<file path="config.mk">
export PLATFORM = sky130hd
export DESIGN_NAME = rc5_job_scheduler_flat
export DESIGN_NICKNAME = d
export VERILOG_FILES = /design/src/rtl/rc5_job_scheduler_if.sv /design/src/rtl/rc5_job_scheduler.sv /design/src/flat_wrapper.sv
export SDC_FILE = /design/constraint.sdc
export NUM_CORES = 1
export LEC_CHECK = 0
export BUFFER_PORTS_ARGS = -buffer_cell sky130_fd_sc_hd__clkbuf_2
export CORE_ASPECT_RATIO = 1.2
export CORE_MARGIN = 1.5
export CORE_UTILIZATION = 41
export DETAILED_ROUTE_END_ITERATION = 7
export GPL_TIMING_DRIVEN = 0
export PLACE_DENSITY = 0.75
export SETUP_SLACK_MARGIN = 0.2
export SLEW_MARGIN = 20
export SYNTH_ARGS = -nofsm -noshare
export SYNTH_HDL_FRONTEND = slang
export SYNTH_SLANG_ARGS = --single-unit
</file>
<file path="constraint.sdc">
create_clock -name clock -period 3.3 [get_ports clock]
set_input_delay 0.66 -clock clock [delete_from_list [all_inputs] [get_ports clock]]
set_output_delay 0.66 -clock clock [all_outputs]
set_load 0.02 [all_outputs]
</file>
<file path="src/rtl/rc5_job_scheduler_if.sv">
// Job request and response channels between two requesters, a result consumer
// and rc5_job_scheduler.
interface rc5_job_scheduler_if #(
  parameter int W = 16
);
  logic [1:0]   req_valid;
  logic [1:0]   req_ready;
  logic [1:0]   req_op;
  logic [W-1:0] req_data0;
  logic [W-1:0] req_data1;
  logic [7:0]   req_seed0;
  logic [7:0]   req_seed1;
  logic         rsp_valid;
  logic         rsp_ready;
  logic [W-1:0] rsp_data;
  logic         rsp_src;
  logic         rsp_op;
  logic         rsp_err;

  modport master (
    output req_valid, req_op, req_data0, req_data1, req_seed0, req_seed1, rsp_ready,
    input  req_ready, rsp_valid, rsp_data, rsp_src, rsp_op, rsp_err
  );

  modport slave (
    input  req_valid, req_op, req_data0, req_data1, req_seed0, req_seed1, rsp_ready,
    output req_ready, rsp_valid, rsp_data, rsp_src, rsp_op, rsp_err
  );
endinterface

</file>
<file path="src/rtl/rc5_job_scheduler.sv">
// Round-robin scheduler sharing one RC5 enc/dec core between two requesters.
// Define RC5_SCHED_WDOG_EN to add a RUN watchdog that aborts with rsp_err after TO_CYC clocks.
module rc5_job_scheduler #(
  parameter int W      = 16,
  parameter int R      = 3,
  parameter int TO_CYC = 1023
) (
  input  logic         clock,
  input  logic         reset,
  rc5_job_scheduler_if.slave bus,
  output logic         busy,
  output logic         core_run,
  output logic         core_enc_start,
  output logic         core_dec_start,
  output logic [7:0]   core_seed_enc,
  output logic [7:0]   core_seed_dec,
  output logic [W-1:0] core_p_in,
  output logic [W-1:0] core_c_in,
  input  logic [W-1:0] core_c_out,
  input  logic [W-1:0] core_p_out,
  input  logic         core_enc_done,
  input  logic         core_dec_done
);

  if (W < 1 || R < 1 || TO_CYC < 1 || TO_CYC > 65536) begin : g_param_check
    $error("rc5_job_scheduler: illegal W/R/TO_CYC");
  end

  typedef enum logic [1:0] {
    S_IDLE,
    S_LOAD,
    S_RUN,
    S_RESP
  } state_t;

  state_t       state;
  state_t       state_nxt;
  logic         ptr;
  logic         grant;
  logic         any_valid;
  logic         accept;
  logic [1:0]   ready;
  logic         drive_core;
  logic         done_sel;
  logic         done_ok;
  logic         first_q;
  logic         op_q;
  logic         src_q;
  logic [W-1:0] data_q;
  logic [7:0]   seed_q;
  logic [W-1:0] result_q;
  logic         err_q;
  logic         wdog_hit;

  // Pointer's requester wins when it is asking; otherwise the other one.
  assign any_valid = |bus.req_valid;
  assign grant     = bus.req_valid[ptr] ? ptr : ~ptr;
  assign accept    = (state == S_IDLE) && any_valid && !reset;

  // The first RUN cycle still sees the done level left over from the previous job.
  assign done_sel = op_q ? core_dec_done : core_enc_done;
  assign done_ok  = (state == S_RUN) && !first_q && done_sel;

`ifdef RC5_SCHED_WDOG_EN
  logic [15:0] wdog_cnt;

  assign wdog_hit = (state == S_RUN) && !done_ok && (wdog_cnt == 16'(TO_CYC - 1));

  always_ff @(posedge clock) begin
    if (reset) begin
      wdog_cnt <= '0;
      err_q    <= 1'b0;
    end else begin
      if (state == S_LOAD)     wdog_cnt <= '0;
      else if (state == S_RUN) wdog_cnt <= wdog_cnt + 16'd1;
      if (done_ok)             err_q    <= 1'b0;
      else if (wdog_hit)       err_q    <= 1'b1;
    end
  end
`else
  assign wdog_hit = 1'b0;
  assign err_q    = 1'b0;
`endif

  // NOTE: every output of this block gets a default before the case so no path
  // leaves a signal unassigned, which would otherwise infer a latch.
  always_comb begin
    state_nxt      = state;
    ready          = 2'b00;
    busy           = 1'b1;
    drive_core     = 1'b0;
    core_run       = 1'b0;
    bus.rsp_valid  = 1'b0;
    bus.rsp_data   = '0;
    bus.rsp_src    = 1'b0;
    bus.rsp_op     = 1'b0;
    bus.rsp_err    = 1'b0;
    unique case (state)
      S_IDLE: begin
        busy = 1'b0;
        if (accept) begin
          ready[grant] = 1'b1;
          state_nxt    = S_LOAD;
        end
      end
      S_LOAD: begin
        drive_core = 1'b1;
        state_nxt  = S_RUN;
      end
      S_RUN: begin
        drive_core = 1'b1;
        core_run   = 1'b1;
        if (done_ok || wdog_hit) state_nxt = S_RESP;
      end
      S_RESP: begin
        bus.rsp_valid = 1'b1;
        bus.rsp_data  = result_q;
        bus.rsp_src   = src_q;
        bus.rsp_op    = op_q;
        bus.rsp_err   = err_q;
        if (bus.rsp_ready) state_nxt = S_IDLE;
      end
      default: state_nxt = S_IDLE;
    endcase
  end

  assign bus.req_ready = ready;

  // Only the latched op's inputs and start are driven; the other side stays at zero.
  always_comb begin
    core_enc_start = 1'b0;
    core_dec_start = 1'b0;
    core_seed_enc  = '0;
    core_seed_dec  = '0;
    core_p_in      = '0;
    core_c_in      = '0;
    if (drive_core) begin
      if (op_q) begin
        core_dec_start = 1'b1;
        core_seed_dec  = seed_q;
        core_c_in      = data_q;
      end else begin
        core_enc_start = 1'b1;
        core_seed_enc  = seed_q;
        core_p_in      = data_q;
      end
    end
  end

  // NOTE: state registers use non-blocking assignments so every flop samples
  // pre-edge values regardless of process ordering.
  always_ff @(posedge clock) begin
    if (reset) begin
      state   <= S_IDLE;
      ptr     <= 1'b0;
      first_q <= 1'b0;
    end else begin
      state   <= state_nxt;
      first_q <= (state == S_LOAD);
      if (accept) ptr <= ~grant;
    end
  end

  // NOTE: payload registers carry no reset; every output they feed is gated
  // by the state, which is reset.
  always_ff @(posedge clock) begin
    if (accept) begin
      op_q   <= bus.req_op[grant];
      src_q  <= grant;
      data_q <= grant ? bus.req_data1 : bus.req_data0;
      seed_q <= grant ? bus.req_seed1 : bus.req_seed0;
    end
    if (done_ok)       result_q <= op_q ? core_p_out : core_c_out;
    else if (wdog_hit) result_q <= '0;
  end

endmodule

</file>
<file path="src/flat_wrapper.sv">
// flat-port wrapper written by rule: the top's interface ports become plain ports
module rc5_job_scheduler_flat 
#(
  parameter int W      = 16,
  parameter int R      = 3,
  parameter int TO_CYC = 1023
)
  (clock, reset, busy, core_run, core_enc_start, core_dec_start, core_seed_enc, core_seed_dec, core_p_in, core_c_in, core_c_out, core_p_out, core_enc_done, core_dec_done, bus_req_valid, bus_req_op, bus_req_data0, bus_req_data1, bus_req_seed0, bus_req_seed1, bus_rsp_ready, bus_req_ready, bus_rsp_valid, bus_rsp_data, bus_rsp_src, bus_rsp_op, bus_rsp_err);
  rc5_job_scheduler_if #(.W(W)) bus_i ();
  input  logic clock;
  input  logic reset;
  output logic busy;
  output logic core_run;
  output logic core_enc_start;
  output logic core_dec_start;
  output logic [7:0] core_seed_enc;
  output logic [7:0] core_seed_dec;
  output logic [W-1:0] core_p_in;
  output logic [W-1:0] core_c_in;
  input  logic [W-1:0] core_c_out;
  input  logic [W-1:0] core_p_out;
  input  logic core_enc_done;
  input  logic core_dec_done;
  input wire logic [$bits(bus_i.req_valid)-1:0] bus_req_valid;
  input wire logic [$bits(bus_i.req_op)-1:0] bus_req_op;
  input wire logic [$bits(bus_i.req_data0)-1:0] bus_req_data0;
  input wire logic [$bits(bus_i.req_data1)-1:0] bus_req_data1;
  input wire logic [$bits(bus_i.req_seed0)-1:0] bus_req_seed0;
  input wire logic [$bits(bus_i.req_seed1)-1:0] bus_req_seed1;
  input wire logic [$bits(bus_i.rsp_ready)-1:0] bus_rsp_ready;
  output wire logic [$bits(bus_i.req_ready)-1:0] bus_req_ready;
  output wire logic [$bits(bus_i.rsp_valid)-1:0] bus_rsp_valid;
  output wire logic [$bits(bus_i.rsp_data)-1:0] bus_rsp_data;
  output wire logic [$bits(bus_i.rsp_src)-1:0] bus_rsp_src;
  output wire logic [$bits(bus_i.rsp_op)-1:0] bus_rsp_op;
  output wire logic [$bits(bus_i.rsp_err)-1:0] bus_rsp_err;
  assign bus_i.req_valid = bus_req_valid;
  assign bus_i.req_op = bus_req_op;
  assign bus_i.req_data0 = bus_req_data0;
  assign bus_i.req_data1 = bus_req_data1;
  assign bus_i.req_seed0 = bus_req_seed0;
  assign bus_i.req_seed1 = bus_req_seed1;
  assign bus_i.rsp_ready = bus_rsp_ready;
  assign bus_req_ready = bus_i.req_ready;
  assign bus_rsp_valid = bus_i.rsp_valid;
  assign bus_rsp_data = bus_i.rsp_data;
  assign bus_rsp_src = bus_i.rsp_src;
  assign bus_rsp_op = bus_i.rsp_op;
  assign bus_rsp_err = bus_i.rsp_err;
  rc5_job_scheduler #(.W(W), .R(R), .TO_CYC(TO_CYC)) u_core (.clock(clock), .reset(reset), .bus(bus_i), .busy(busy), .core_run(core_run), .core_enc_start(core_enc_start), .core_dec_start(core_dec_start), .core_seed_enc(core_seed_enc), .core_seed_dec(core_seed_dec), .core_p_in(core_p_in), .core_c_in(core_c_in), .core_c_out(core_c_out), .core_p_out(core_p_out), .core_enc_done(core_enc_done), .core_dec_done(core_dec_done));
endmodule
</file>
## Yosys cells after proc, flatten, opt, wreduce, memory -nomap -nowiden

Cells that the tools add are included.

| word-level totals | value |
|---|---|
| word-level logic and storage cells | 66 |
| input port bits | 89 |
| output and inout bits | 74 |
| bits in registers | 46 |

| cells by class | value |
|---|---|
| magnitude comparators | 3 |
| reductions and logical operators | 11 |
| mux-type cells | 36 |
| bitwise operators | 2 |
| eq/ne operators | 6 |

Operators by type and width:

| cell | number |
|---|---|
| two-way mux 16 bit | 7 |
| two-way mux 8 bit | 5 |
| two-way mux 1 bit | 17 |
| two-way mux 2 bit | 5 |
| case mux 2 bit (4 select lines) | 1 |
| logical AND 1 bit | 5 |
| equality test 2 bit, second input constant | 2 |
| less-than comparator 1 x 2 -> 1 bit, second input constant | 2 |
| != test 2 x 1 -> 1 bit, second input constant | 2 |
| OR reduction 2 bit | 2 |
| AND reduction 3 bit | 1 |
| equality test 2 x 1 -> 1 bit, second input constant | 1 |
| logical NOT 1 bit | 2 |
| logical NOT 2 bit | 1 |
| != test 2 bit, second input constant | 1 |
| inverter 1 bit | 2 |
| demux 1 bit (select 1 bit) | 1 |
| >= comparator 1 bit, second input constant | 1 |

## Logic depth before layout (Yosys ltp)

| depth | value |
|---|---|
| depth after elaboration | 9 |
| mapped depth | 6 |
| mapped depth without buffers | 6 |

## Least setup slack after synthesis

No wires, ideal clock.

| path | value |
|---|---|
| kind | register to register |
| start point | register u_core.state[0] |
| end point | register u_core.result_q[0], enable pin |
| path buffers | 0 |
| stages on the path, launching flop included | 4 |
| required time | 2.887 ns |
| setup slack | 0.859 ns |
| arrival | 2.029 ns |
| library setup time | 0.413 ns |
| period minus slack after synthesis | 2.441 ns |
| cells stage by stage | dfxtp_1 > inv_1 > ha_1 > nor3b_1 |

| between the ends | value |
|---|---|
| word-level cells in the longest chain between the ends | 3 |

Ends and longest elaborated chain:

| element | RTL line | RTL |
|---|---|---|
| start: declaration | rc5_job_scheduler.sv:36 | `state_t state;` |
| start signal: assignment | rc5_job_scheduler.sv:158 | `state <= state_nxt;` |
| equality test 2 bit | rc5_job_scheduler.sv:62 | `assign done_ok = (state == S_RUN) && !first_q && done_sel;` |
| logical AND 1 bit (2 in a row) | rc5_job_scheduler.sv:62 |  |
| via u_core.done_ok | rc5_job_scheduler.sv:45 | `logic done_ok;` |
| end signal: assignment | rc5_job_scheduler.sv:173 | `if (done_ok) result_q <= op_q ? core_p_out : core_c_out;` |
| end: declaration | rc5_job_scheduler.sv:51 | `logic [W-1:0] result_q;` |

The timed path passes the listed nets, and every way through them passes these cells.
A chain may end at the register's enable or synchronous reset.

## Final worst setup path

| path | value |
|---|---|
| start point | register u_core.state[0] |
| end point | output core_seed_enc[4] |

| between the ends | value |
|---|---|
| word-level cells in the longest chain between the ends | 4 |
| elaborated cells on any way between the ends | 5 |
| those cells by class | eq/ne: 2; mux: 2; reduce/logical: 1 |

Ends and longest elaborated chain:

| element | RTL line | RTL |
|---|---|---|
| equality test 2 x 1 -> 1 bit / equality test 2 bit (equally long branches) | rc5_job_scheduler.sv:98 | `unique case (state)` |
| OR reduction 2 bit (no source line) (*) | - |  |
| two-way mux 1 bit (*) | rc5_job_scheduler.sv:98 |  |
| two-way mux 8 bit (*) | rc5_job_scheduler.sv:137 | `if (drive_core) begin` |
| end: declaration | flat_wrapper.sv:16 | `output logic [7:0] core_seed_enc;` |

Mark *: on every way between the ends. The rest lies on a longest branch, timed or not.

==> results by group <==
Run status
  – Status: finished, final reports clean

STA
  – Fmax: between 0.3 and 0.4 GHz
  – Fin. max-slew vios: 0
  – RSZ-0062 raised after global routing: false
  – Final Hold Vio Count: 0
  – Total negative setup slack: 0 ns
  – Relative slew slack: about 33%
  – Period utilization: approximately 87%
  – Least-Margin Pin Slew: about 1 ns
  – Clock Skews: approximately 0.0055 ns
  – Final Setup Violations: 0
  – Final worst path period need: 2.856 ns

Clocking
  – Root buffer cell: clkbuf_8
  – Clock-pin slew on the worst setup and hold paths: 0.08 ns
  – CTS sink cnt: 46
  – Postcts setup bufs: 0
  – Worst-skew pair later-pin latency: between 0.2 and 0.3 ns
  – H-tree levels: 2
  – Max clock buf depth: 2
  – Number of CTS-inserted buffers: 5
  – TritonCTS clock tree: done
  – Cts repair resizes: 0
  – Post-CTS Hold Buffers: 0

Route
  – Initial drt markers: 87
  – DRT Pass-1 Iters: 4
  – Post-route DRC: 0
  – Routed wire length: between 6 and 7 mm
  – Vias: 2,297
  – Final antenna-violating net count: 0
  – Via density: ~4.6
  – WL/cell: 12.70 um

Min path
  – Hold_sp: u_core.state[0]
  – WHS Endpoint: u_core.state[0]
  – Depth of the worst hold-timing path: 2
  – HP Class: reg2reg

Synthesis
  – Synth Register Bits: between 40 and 50
  – Post-Synthesis Cells: about 250
  – Post-synth top area cell: edfxtp_1
  – Yosys warns: 0
  – Synth area leaders: edfxtp_1, nand2_1, and2_1
  – Synthesized cell area: 2547 um^2
  – Sequential fraction of the synthesis area: between 50% and 60%
  – Share of the synthesized area in the top cell type: between 40% and 50%
  – Ys async rst share: 0%
  – Avg Inst Size Synth: 10.15 um^2
  – Syn nets: 345
  – Main synth FF type: edfxtp_1
  – Most frequent cell after synthesis: nand2_1
  – Yosys cell types: 28
  – Commonest cells in the netlist: nand2_1, and2_1, edfxtp_1
  – EDFF count, synth: 42

Cells and area
  – P&R area growth vs syn: 40.42%
  – Layout cell share with drive strength beyond 1: a little under half
  – Nets: between 500 and 600
  – Antenna diode instance count: 0
  – Final Core Density: between 50% and 60%
  – Fillers: between 500 and 600
  – Layout Cells excl Fill: slightly above 500

Placed design
  – Hpwl dp: ~5.2 mm
  – IO Port Bufs: 161
  – Routability cong.: 0.7695
  – Placed insts: approximately 500

GRT
  – Vias in the first global route: roughly 2,200
  – Initial antenna violation count: 0
  – GRT Overall Usage: 19.03%
  – First-pass GRT wire length: around 9.6 mm
  – Gr ovfl total: 0
  – Largest net degree at the start of global routing: 27

Die
  – Die Height: 89.35 um
  – Initial Utilization: approximately 42%
  – DIE AREA: approximately 6700 um^2
  – Die width: roughly 75 um
  – Rows: 31
  – I/O pins: roughly 160
  – Core outline area: between 6000 and 7000 um^2

Worst setup path
  – CP arrival: ~2.2 ns
  – Startpoint types: register
  – Critical-path maximum fanout: 10
  – Crit path required time: 2.64 ns
  – Worst setup EP type: output port
  – Setup Crit Path Kind: reg2out
  – R2R cell count: 5
  – FF-to-FF setup slack: roughly 1.2 ns
  – Worst R2R End: u_core.data_q[14]
  – R2r startpoint: u_core.state[0]

Power
  – Worst VDD drop: between 0.3 and 0.4 mV
  – Pwr per Cell Area: 687.0 nW/um^2
  – Leak Pwr: around 1.9 nW

Job
  – Max Cap Violations: 0
-- cells by family (layout without fill, tap and decap cells) --
logic type	count (synthesis)	in the layout	synth area share, %
other cells	1	1	0.1472
fa+ha+maj	5	5	2.456
mux	18	18	7.858
flops	46	46	52.65
buf+inv	20	190	4.518
compound gates	8	8	2.604
simple gates	153	153	29.76
-- state kept, by name, indices dropped and copies added, names as in the netlist --
signal and count:
u_core.first_q 1, u_core.state 2, u_core.ptr 1, u_core.result_q 16
u_core.seed_q 8, u_core.data_q 16, u_core.src_q 1, u_core.op_q 1
-- stage by stage --
step	hold WS, ns	area, um^2	power [mW]	setup WS [ns]
after floorplan	0.5195	2547	1.655	0.8585
after global placement	0.5420	3456	2.058	0.4433
after detailed placement	0.5709	3468	2.084	0.7555
after CTS	0.5833	3577	2.495	0.4128
after global routing	0.6006	3577	2.629	0.3182
final	0.5821	3577	2.458	0.4442
-- per-layer routing --
metal / track usage [%] / wire length, um
met1: 20.66 / 2413
met2: 34.11 / 3369
met3: 5.524 / 462
met4: 8.099 / 140
met5: 0 / 0
-- how the worst max path moves through the flow --
stage                                from             endpoint  slack, ns  cells past startpoint
after floorplan           u_core.state[0]   u_core.result_q[0]       0.86                      3
after global placement      core_dec_done  u_core.result_q[12]       0.44                      3
after detailed placement  u_core.state[0]         core_p_in[3]       0.76                      6
after CTS                 u_core.state[0]         core_p_in[3]       0.41                      6
after global routing      u_core.state[0]     core_seed_enc[4]       0.32                      6
final                     u_core.state[0]     core_seed_enc[4]       0.44                      6
-- where the power goes --
group          total (mW)  switching [mW]  internal (mW)
Sequential          0.845          0.0479          0.797
Clock               0.403           0.180          0.223
Combinational        1.21           0.773          0.436
-- critical path, stage by stage (launching register included) --
cell      delay, ns
dfxtp_1        0.39
inv_1          0.10
ha_1           0.45
and2b_1        0.30
clkbuf_1       0.30
and2_1         0.19
clkbuf_2       0.17
-- placed cells by master, fill, tap and decap left out, types with 4 or more instances in the layout --
master	count
mux2_2	16
and3_1	24
inv_1	4
nand2_1	75
buf_4	4
clkbuf_1	6
ha_1	5
edfxtp_1	42
and2_1	43
clkbuf_8	5
dfxtp_1	4
clkbuf_2	161
nor2_1	5
-- layout make-up --
type                    count  area [um^2]  area share, %
multi-input cells         185         1096          30.64
well taps                  82        102.6          2.868
inverters                   5        21.27         0.5946
repair buffers            162        813.3          22.74
plain buffers              15        93.84          2.623
clock inverters             3        40.04          1.119
flip-flops and latches     46         1341          37.50
clock buffers               5        68.82          1.924
(Power assumes the default switching activity.)
